==> src/rtl/lded_job_scheduler.sv <==
// Shares one LDED between NREQ requesters: round-robin job admission gated by FIFO space,
// and capture of one LE_Addr per detector cycle. Define LDED_SCHED_STATS_EN for counters.
module lded_job_scheduler #(
    parameter int unsigned ELEMENT_NUM = 16,
    parameter int unsigned ADDR_W      = 4,
    parameter int unsigned NREQ        = 2,
    parameter int unsigned REQ_W       = 1,
    parameter int unsigned FIFO_DEPTH  = 16
) (
    input  logic                        clk,
    input  logic                        rst_n,
    input  logic [NREQ-1:0]             req_valid,
    input  logic [NREQ*ELEMENT_NUM-1:0] req_fo,
    output logic [NREQ-1:0]             req_ready,
    output logic                        det_in_valid,
    output logic [ELEMENT_NUM-1:0]      det_fo,
    input  logic                        det_out_vld,
    input  logic [ADDR_W-1:0]           det_le_addr,
    output logic                        out_valid,
    input  logic                        out_ready,
    output logic [ADDR_W-1:0]           out_addr,
    output logic [REQ_W-1:0]            out_tag,
    output logic                        out_last,
    output logic                        busy,
    output logic                        err
`ifdef LDED_SCHED_STATS_EN
    ,
    output logic [NREQ*16-1:0]          job_cnt,
    output logic [15:0]                 stall_cnt
`endif
);
    localparam int unsigned CNT_W  = $clog2(ELEMENT_NUM + 1);
    localparam int unsigned FCNT_W = $clog2(FIFO_DEPTH + 1);
    localparam int unsigned PTR_W  = (FIFO_DEPTH > 1) ? $clog2(FIFO_DEPTH) : 1;
    localparam int unsigned CMP_W  = (CNT_W > FCNT_W) ? CNT_W : FCNT_W;
    localparam int unsigned ENT_W  = ADDR_W + REQ_W + 1;

    typedef enum logic [0:0] {StIdle, StDrain} state_e;

    state_e                 state_q;
    logic [REQ_W-1:0]       rr_ptr_q;
    logic [REQ_W-1:0]       tag_q;
    logic [CNT_W-1:0]       cnt_q;
    logic [CNT_W-1:0]       p_q;
    logic                   err_q;

    logic [ELEMENT_NUM-1:0] fo_arr [NREQ];
    logic                   cand_found;
    logic [REQ_W-1:0]       cand;
    logic [REQ_W-1:0]       scan_idx;
    logic [ELEMENT_NUM-1:0] cand_fo;
    logic [CNT_W-1:0]       cand_pop;
    logic [CMP_W-1:0]       free_ent;
    logic                   fits;
    logic                   grant;
    logic                   push;
    logic                   push_last;
    logic                   pop;

    logic [ENT_W-1:0]       mem_q [FIFO_DEPTH];
    logic [PTR_W-1:0]       wr_ptr_q;
    logic [PTR_W-1:0]       rd_ptr_q;
    logic [PTR_W-1:0]       rd_ptr_nxt;
    logic [FCNT_W-1:0]      fcnt_q;
    logic [FCNT_W-1:0]      fcnt_d;
    logic [FCNT_W-1:0]      remain;
    logic [ENT_W-1:0]       push_ent;
    logic [ENT_W-1:0]       head_q;
    logic [ENT_W-1:0]       head_d;
    logic                   head_vld_d;
    logic                   out_valid_q;

    function automatic logic [PTR_W-1:0] ptr_inc(input logic [PTR_W-1:0] ptr);
        return (ptr == PTR_W'(FIFO_DEPTH - 1)) ? '0 : ptr + 1'b1;
    endfunction

    for (genvar g = 0; g < NREQ; g++) begin : g_fo
        assign fo_arr[g] = req_fo[g*ELEMENT_NUM +: ELEMENT_NUM];
    end

    // Scan starts one past the last grant so every requester gets its turn.
    always_comb begin
        cand_found = 1'b0;
        cand       = '0;
        scan_idx   = '0;
        for (int unsigned k = 1; k <= NREQ; k++) begin
            scan_idx = REQ_W'((32'(rr_ptr_q) + k) % NREQ);
            if (!cand_found && req_valid[scan_idx]) begin
                cand_found = 1'b1;
                cand       = scan_idx;
            end
        end
    end

    assign cand_fo = fo_arr[cand];

    always_comb begin
        cand_pop = '0;
        for (int unsigned b = 0; b < ELEMENT_NUM; b++) begin
            cand_pop = cand_pop + CNT_W'(cand_fo[b]);
        end
    end

    // A blocked candidate is never skipped; it waits until its whole job fits.
    assign free_ent     = CMP_W'(FIFO_DEPTH) - CMP_W'(fcnt_q);
    assign fits         = free_ent >= CMP_W'(cand_pop);
    assign grant        = rst_n && (state_q == StIdle) && cand_found && fits;

    assign req_ready    = grant ? (NREQ'(1) << cand) : '0;
    assign det_in_valid = grant;
    assign det_fo       = grant ? cand_fo : '0;
    assign push         = (state_q == StDrain) && det_out_vld;
    assign push_last    = (cnt_q == p_q - 1'b1);
    assign busy         = (state_q == StDrain);
    assign err          = err_q;

    always_ff @(posedge clk or negedge rst_n) begin
        if (!rst_n) begin
            state_q  <= StIdle;
            rr_ptr_q <= '0;
            tag_q    <= '0;
            cnt_q    <= '0;
            p_q      <= '0;
            err_q    <= 1'b0;
        end else begin
            case (state_q)
                StIdle: begin
                    if (grant) begin
                        rr_ptr_q <= cand;
                        tag_q    <= cand;
                        p_q      <= cand_pop;
                        cnt_q    <= '0;
                        if (cand_pop != '0) state_q <= StDrain;
                    end
                end
                StDrain: begin
                    if (det_out_vld) begin
                        cnt_q <= cnt_q + 1'b1;
                        if (push_last) state_q <= StIdle;
                    end else begin
                        err_q   <= 1'b1;
                        state_q <= StIdle;
                    end
                end
                default: state_q <= StIdle;
            endcase
        end
    end

    // Output FIFO; head_q mirrors the oldest entry so out_* hold their value when empty.
    assign pop        = out_valid_q && out_ready;
    assign push_ent   = {det_le_addr, tag_q, push_last};
    assign rd_ptr_nxt = pop ? ptr_inc(rd_ptr_q) : rd_ptr_q;
    assign remain     = fcnt_q - FCNT_W'(pop);

    always_comb begin
        fcnt_d = remain + FCNT_W'(push);
        if (remain == '0) begin
            head_d     = push_ent;
            head_vld_d = push;
        end else begin
            head_d     = mem_q[rd_ptr_nxt];
            head_vld_d = 1'b1;
        end
    end

    always_ff @(posedge clk) begin
        if (push) mem_q[wr_ptr_q] <= push_ent;
    end

    always_ff @(posedge clk or negedge rst_n) begin
        if (!rst_n) begin
            wr_ptr_q    <= '0;
            rd_ptr_q    <= '0;
            fcnt_q      <= '0;
            out_valid_q <= 1'b0;
            head_q      <= '0;
        end else begin
            if (push) wr_ptr_q <= ptr_inc(wr_ptr_q);
            rd_ptr_q    <= rd_ptr_nxt;
            fcnt_q      <= fcnt_d;
            out_valid_q <= head_vld_d;
            if (head_vld_d) head_q <= head_d;
        end
    end

    assign out_valid                     = out_valid_q;
    assign {out_addr, out_tag, out_last} = head_q;

`ifdef LDED_SCHED_STATS_EN
    logic [15:0] job_q [NREQ];
    logic [15:0] stall_q;

    always_ff @(posedge clk or negedge rst_n) begin
        if (!rst_n) begin
            for (int unsigned i = 0; i < NREQ; i++) job_q[i] <= '0;
            stall_q <= '0;
        end else begin
            if (grant) job_q[cand] <= job_q[cand] + 16'd1;
            if ((state_q == StIdle) && cand_found && !fits) stall_q <= stall_q + 16'd1;
        end
    end

    for (genvar g = 0; g < NREQ; g++) begin : g_job
        assign job_cnt[g*16 +: 16] = job_q[g];
    end
    assign stall_cnt = stall_q;
`endif

endmodule

==> config.mk <==
export PLATFORM = sky130hd
export DESIGN_NAME = lded_job_scheduler
export DESIGN_NICKNAME = d
export VERILOG_FILES = /design/src/rtl/lded_job_scheduler.sv
export SDC_FILE = /design/constraint.sdc
export NUM_CORES = 1
export LEC_CHECK = 0
export CAP_MARGIN = 15
export CORE_MARGIN = 2
export CORE_UTILIZATION = 51
export CTS_CLUSTER_DIAMETER = 40
export DETAILED_ROUTE_END_ITERATION = 10
export PLACE_DENSITY_LB_ADDON = 0.15
export SYNTH_ARGS = -nofsm -noshare
export SYNTH_HDL_FRONTEND = slang
export SYNTH_SLANG_ARGS = --single-unit
==> constraint.sdc <==
create_clock -name clk -period 10 [get_ports clk]
set_input_delay 2 -clock clk [delete_from_list [all_inputs] [get_ports clk]]
set_output_delay 2 -clock clk [all_outputs]
set_load 0.03 [all_outputs]
==> impl_metrics.prom <==
# TYPE chip_impl_metric gauge
chip_impl_metric{name="floorplan.initialDensity",unit=""} 0.519
chip_impl_metric{name="number_of_antenna_violations_at_the_first_check_in_global_routing",unit=""} 0
chip_impl_info{name="synthTopCellsByArea",value="edfxtp_1 (44%), dfrtp_1 (13%), mux2i_1 (4.8%)"} 1
chip_impl_metric{name="portBuffers",unit=""} 69
chip_impl_metric{name="dpl-instance-area",unit="mm2"} 0.00730
chip_impl_metric{name="htree_num_levels",unit=""} 4
chip_impl_metric{name="synth_edf_count",unit=""} 96
chip_impl_metric{name="met3RoutedLength",unit="um"} 593
chip_impl_metric{name="dr.first_iter.drc_count",unit=""} 334
chip_impl_metric{name="final-setup-viol-count",unit=""} 0
chip_impl_info{name="worstSetupEndpointType",value="output port"} 1
chip_impl_metric{name="dp_worst_setup_slack",unit="ns"} 0.378
chip_impl_metric{name="critical_path_arrival",unit="ns"} 7.58
chip_impl_info{name="top_signal_layer_used",value="met4"} 1
chip_impl_info{name="path_common_cell",value="fa_1"} 1
chip_impl_metric{name="clock_latency",unit="ns"} 0.41
chip_impl_metric{name="postLayoutCellArea",unit="mm2"} 0.00787
chip_impl_metric{name="drt_pre_antenna_iters",unit=""} 4
chip_impl_metric{name="postRouteAntennaNets",unit=""} 0
chip_impl_metric{name="clkTransAtPathRegs",unit="ns"} 0.05
chip_impl_metric{name="post_cts_resized",unit=""} 0
chip_impl_metric{name="antenna_cells_inserted",unit=""} 0
chip_impl_metric{name="dp.cells",unit=""} 721
chip_impl_metric{name="grt_start_max_net_pins",unit=""} 36
chip_impl_info{name="yosysMostFrequentCell",value="edfxtp_1"} 1
chip_impl_metric{name="share_of_the_synthesized_netlist_area_taken_by_xor_and_xnor_gates",unit=""} 0.0269
chip_impl_metric{name="synth_simple_gate_area_frac",unit=""} 0.109
chip_impl_metric{name="finish.net_count",unit=""} 642
chip_impl_info{name="synth_top_cell_by_area",value="edfxtp_1"} 1
chip_impl_metric{name="drv.max_cap_violation_count",unit=""} 0
chip_impl_metric{name="yosysUniqueCellTypes",unit=""} 53
chip_impl_metric{name="fin_cells",unit=""} 753
chip_impl_metric{name="cts_buffer_depth",unit=""} 2
chip_impl_metric{name="tritoncts_num_sinks",unit=""} 129
chip_impl_metric{name="worst-path-max-fanout",unit=""} 19
chip_impl_metric{name="finalWirelength",unit="mm"} 13.7
chip_impl_info{name="rsz0062_at_grt",value="false"} 1
chip_impl_info{name="status",value="completed"} 1
chip_impl_metric{name="cell_count_after_synthesis",unit=""} 494
chip_impl_info{name="startpoint_type",value="primary input"} 1
chip_impl_metric{name="seq_area_frac_synth",unit=""} 0.571
chip_impl_metric{name="ys_warn_count",unit=""} 0
chip_impl_metric{name="tns",unit="ns"} 0
chip_impl_metric{name="post_route_cells_drive_above_1_share",unit=""} 0.155
chip_impl_info{name="hold_path.class",value="reg2reg"} 1
chip_impl_metric{name="worst_slew_pin_slew",unit="ns"} 1.03
chip_impl_metric{name="vdd.ir_drop.worst",unit="mV"} 0.238
chip_impl_metric{name="horizontal_die_dimension",unit="um"} 117
chip_impl_metric{name="routabilityCongestion",unit=""} 0.763
chip_impl_metric{name="critical_path.max_stage_delay",unit="ns"} 0.55
chip_impl_metric{name="finClkSkew",unit="ns"} 0.0121
chip_impl_info{name="max_stage_delay_cell_worst_path",value="fa_1"} 1
chip_impl_metric{name="met2RoutedLength",unit="mm"} 7.14
chip_impl_info{name="synthTopCellsByCount",value="edfxtp_1 (96), nand2_1 (46), dfrtp_1 (33), mux2i_1 (31), and2_1 (25)"} 1
chip_impl_metric{name="grt_pass1_vias",unit=""} 4203
chip_impl_metric{name="post_synth_instance_area",unit="mm2"} 0.00650
chip_impl_metric{name="synth_compound_gate_area_share",unit=""} 0.0681
chip_impl_metric{name="height_of_the_die",unit="um"} 117
chip_impl_metric{name="avgViaCountPerCell",unit=""} 5.47
chip_impl_metric{name="area.sequential",unit="mm2"} 0.00371
chip_impl_metric{name="synth.top_cell.area_share",unit=""} 0.444
chip_impl_metric{name="min_period_over_period",unit=""} 0.958
chip_impl_metric{name="synth_nets",unit=""} 568
chip_impl_metric{name="routedLengthMet1",unit="mm"} 5.81
chip_impl_metric{name="tritoncts.num_buffers",unit=""} 17
chip_impl_metric{name="timing.final.max_slew_violations",unit=""} 0
chip_impl_info{name="worst-setup-path-type",value="in2out"} 1
chip_impl_metric{name="power_per_cell_area",unit="mW/mm2"} 349
chip_impl_metric{name="grt_util_all_layers",unit=""} 0.219
chip_impl_metric{name="design.die.area",unit="mm2"} 0.0137
chip_impl_metric{name="num-fill-cells",unit=""} 987
chip_impl_metric{name="synth.ff_latch_count",unit=""} 129
chip_impl_metric{name="top_level_ports",unit=""} 70
chip_impl_metric{name="drt-wirelength-per-cell",unit="um"} 18.2
chip_impl_metric{name="num_rows",unit=""} 41
chip_impl_metric{name="postSynthAreaPerCell",unit="um2"} 13.2
chip_impl_metric{name="max-slew-margin-rel",unit=""} 0.311
chip_impl_metric{name="multi_input_area",unit="mm2"} 0.00258
chip_impl_metric{name="dp_hpwl",unit="mm"} 9.82
chip_impl_metric{name="post_synth_fa_ha_maj_area_fraction",unit=""} 0.0731
chip_impl_metric{name="timing.final.crit_period",unit="ns"} 9.58
chip_impl_metric{name="layout_setup_ws",unit="ns"} 0.417
chip_impl_metric{name="final_hold_violation_count",unit=""} 0
chip_impl_info{name="cts_tree",value="done"} 1
chip_impl_metric{name="cp.required",unit="ns"} 8.00
chip_impl_metric{name="setup.reg_to_reg.worst_slack",unit="ns"} 3.89
chip_impl_metric{name="worst-r2r-cell-count",unit=""} 20
chip_impl_metric{name="detail_route.drc_violations",unit=""} 0
chip_impl_info{name="crit_path_cell_trace",value="clkdlybuf4s50_1 > a21boi_2 > buf_4 > mux2_2 > fa_1 > fa_1 > fa_1 > inv_1 > fa_1 > inv_1 > ha_1 > inv_1 > fa_1 > ha_1 > a21oi_1 > nor2b_1 > o21ai_0 > a211o_1 > inv_2 > buf_4 > buf_4"} 1
chip_impl_metric{name="wire_length_of_the_first_global_routing_pass",unit="mm"} 22.1
chip_impl_metric{name="power.static_leakage",unit="nW"} 3.02
chip_impl_metric{name="post-cts-setup-buffers",unit=""} 0
chip_impl_info{name="combinational_family_with_the_most_area_after_synthesis",value="multiplexers"} 1
chip_impl_metric{name="max_freq",unit="MHz"} 104
chip_impl_metric{name="overflow",unit=""} 0
chip_impl_info{name="root_buffer",value="clkbuf_16"} 1
chip_impl_metric{name="areaGrowthSynthToFinish",unit="%"} 21.0
chip_impl_metric{name="synth_async_sr_flop_share",unit=""} 0.256
chip_impl_metric{name="post_synth_mux_area_share",unit=""} 0.119
chip_impl_metric{name="route.vias.total",unit=""} 4118
chip_impl_metric{name="placeableCoreArea",unit="mm2"} 0.0125
chip_impl_info{name="top_ff_cell_synth",value="edfxtp_1"} 1
chip_impl_metric{name="holdBufCountCts",unit=""} 0
chip_impl_metric{name="timing.hold.worst_path_depth",unit=""} 1
==> layout make-up <==
class / count / share of cell area
clock buffers: 21 / 0.0573
inverters: 29 / 0.0145
clock inverters: 11 / 0.0145
multi-input cells: 316 / 0.328
well taps: 172 / 0.0274
repair buffers: 75 / 0.0869
flip-flops and latches: 129 / 0.472
==> state kept, by name, indices dropped and copies added, names as in the netlist <==
signal     flops
tag_q          1
cnt_q          5
wr_ptr_q       4
err            1
rd_ptr_q       4
mem_q         96
head_q         6
busy           1
p_q            5
out_valid      1
fcnt_q         5
==> layout by cell type, fill, tap and decap left out, drive strengths merged, types with 21 or more instances in the layout <==
cell type,netlist,routed
mux2i,33,33
clkbuf,11,21
inv,28,29
and2,25,25
nand2,46,46
clkdlybuf4s50,0,49
ha,22,22
dfrtp,33,33
buf,9,26
edfxtp,96,96
==> per-stage QoR <==
step                power, W  utilization  hold slack [ns]
finish               0.00274        0.628            0.489
global route         0.00295        0.628            0.515
CTS                  0.00277        0.628            0.489
detailed placement   0.00218        0.583            0.467
global placement     0.00213        0.583            0.461
floorplan            0.00180            -            0.478
==> power breakdown <==
part / switching (W) / leakage [nW] / internal (W) / total (W)
Sequential: 0.0000967 / 1.26 / 0.000673 / 0.000770
Combinational: 0.000790 / 1.49 / 0.000598 / 0.00139
Clock: 0.000215 / 0.268 / 0.000370 / 0.000585
Total: 0.00110 / 3.02 / 0.00164 / 0.00274
==> path summary, 6_finish.rpt <==
check	start	end
max	req_valid[1]	det_in_valid
min	err	err
max reg2reg	tag_q	p_q[0]
min reg2reg	err	err
max in group asynchronous	rst_n	busy
min in group asynchronous	rst_n	tag_q
==> metal layers <==
layer | global-route usage | up-vias
li1 | - | 1971
met3 | 0.0484 | 14
met2 | 0.373 | 100
met4 | 0.0557 | 0
met5 | 0 | -
met1 | 0.286 | 2033
==> critical path: cells and delay by family <==
kind	cells	cell delay [ns]
buffers and inverters	8	1.46
adder cells (fa/ha/maj)	7	3.03
AO/OA/AOI/OAI	4	0.59
multiplexers	1	0.39
AND/OR/NAND/NOR	1	0.09
==> cell families (layout without fill, tap and decap cells) <==
group	Yosys count	in the layout
AND/OR/NAND/NOR	141	141
flip-flops	129	129
AO/OA/AOI/OAI	64	64
multiplexers	59	59
buffers and inverters	49	136
adder cells (fa/ha/maj)	32	32
XOR/XNOR	20	20
Power figures use the tool's default switching activity.
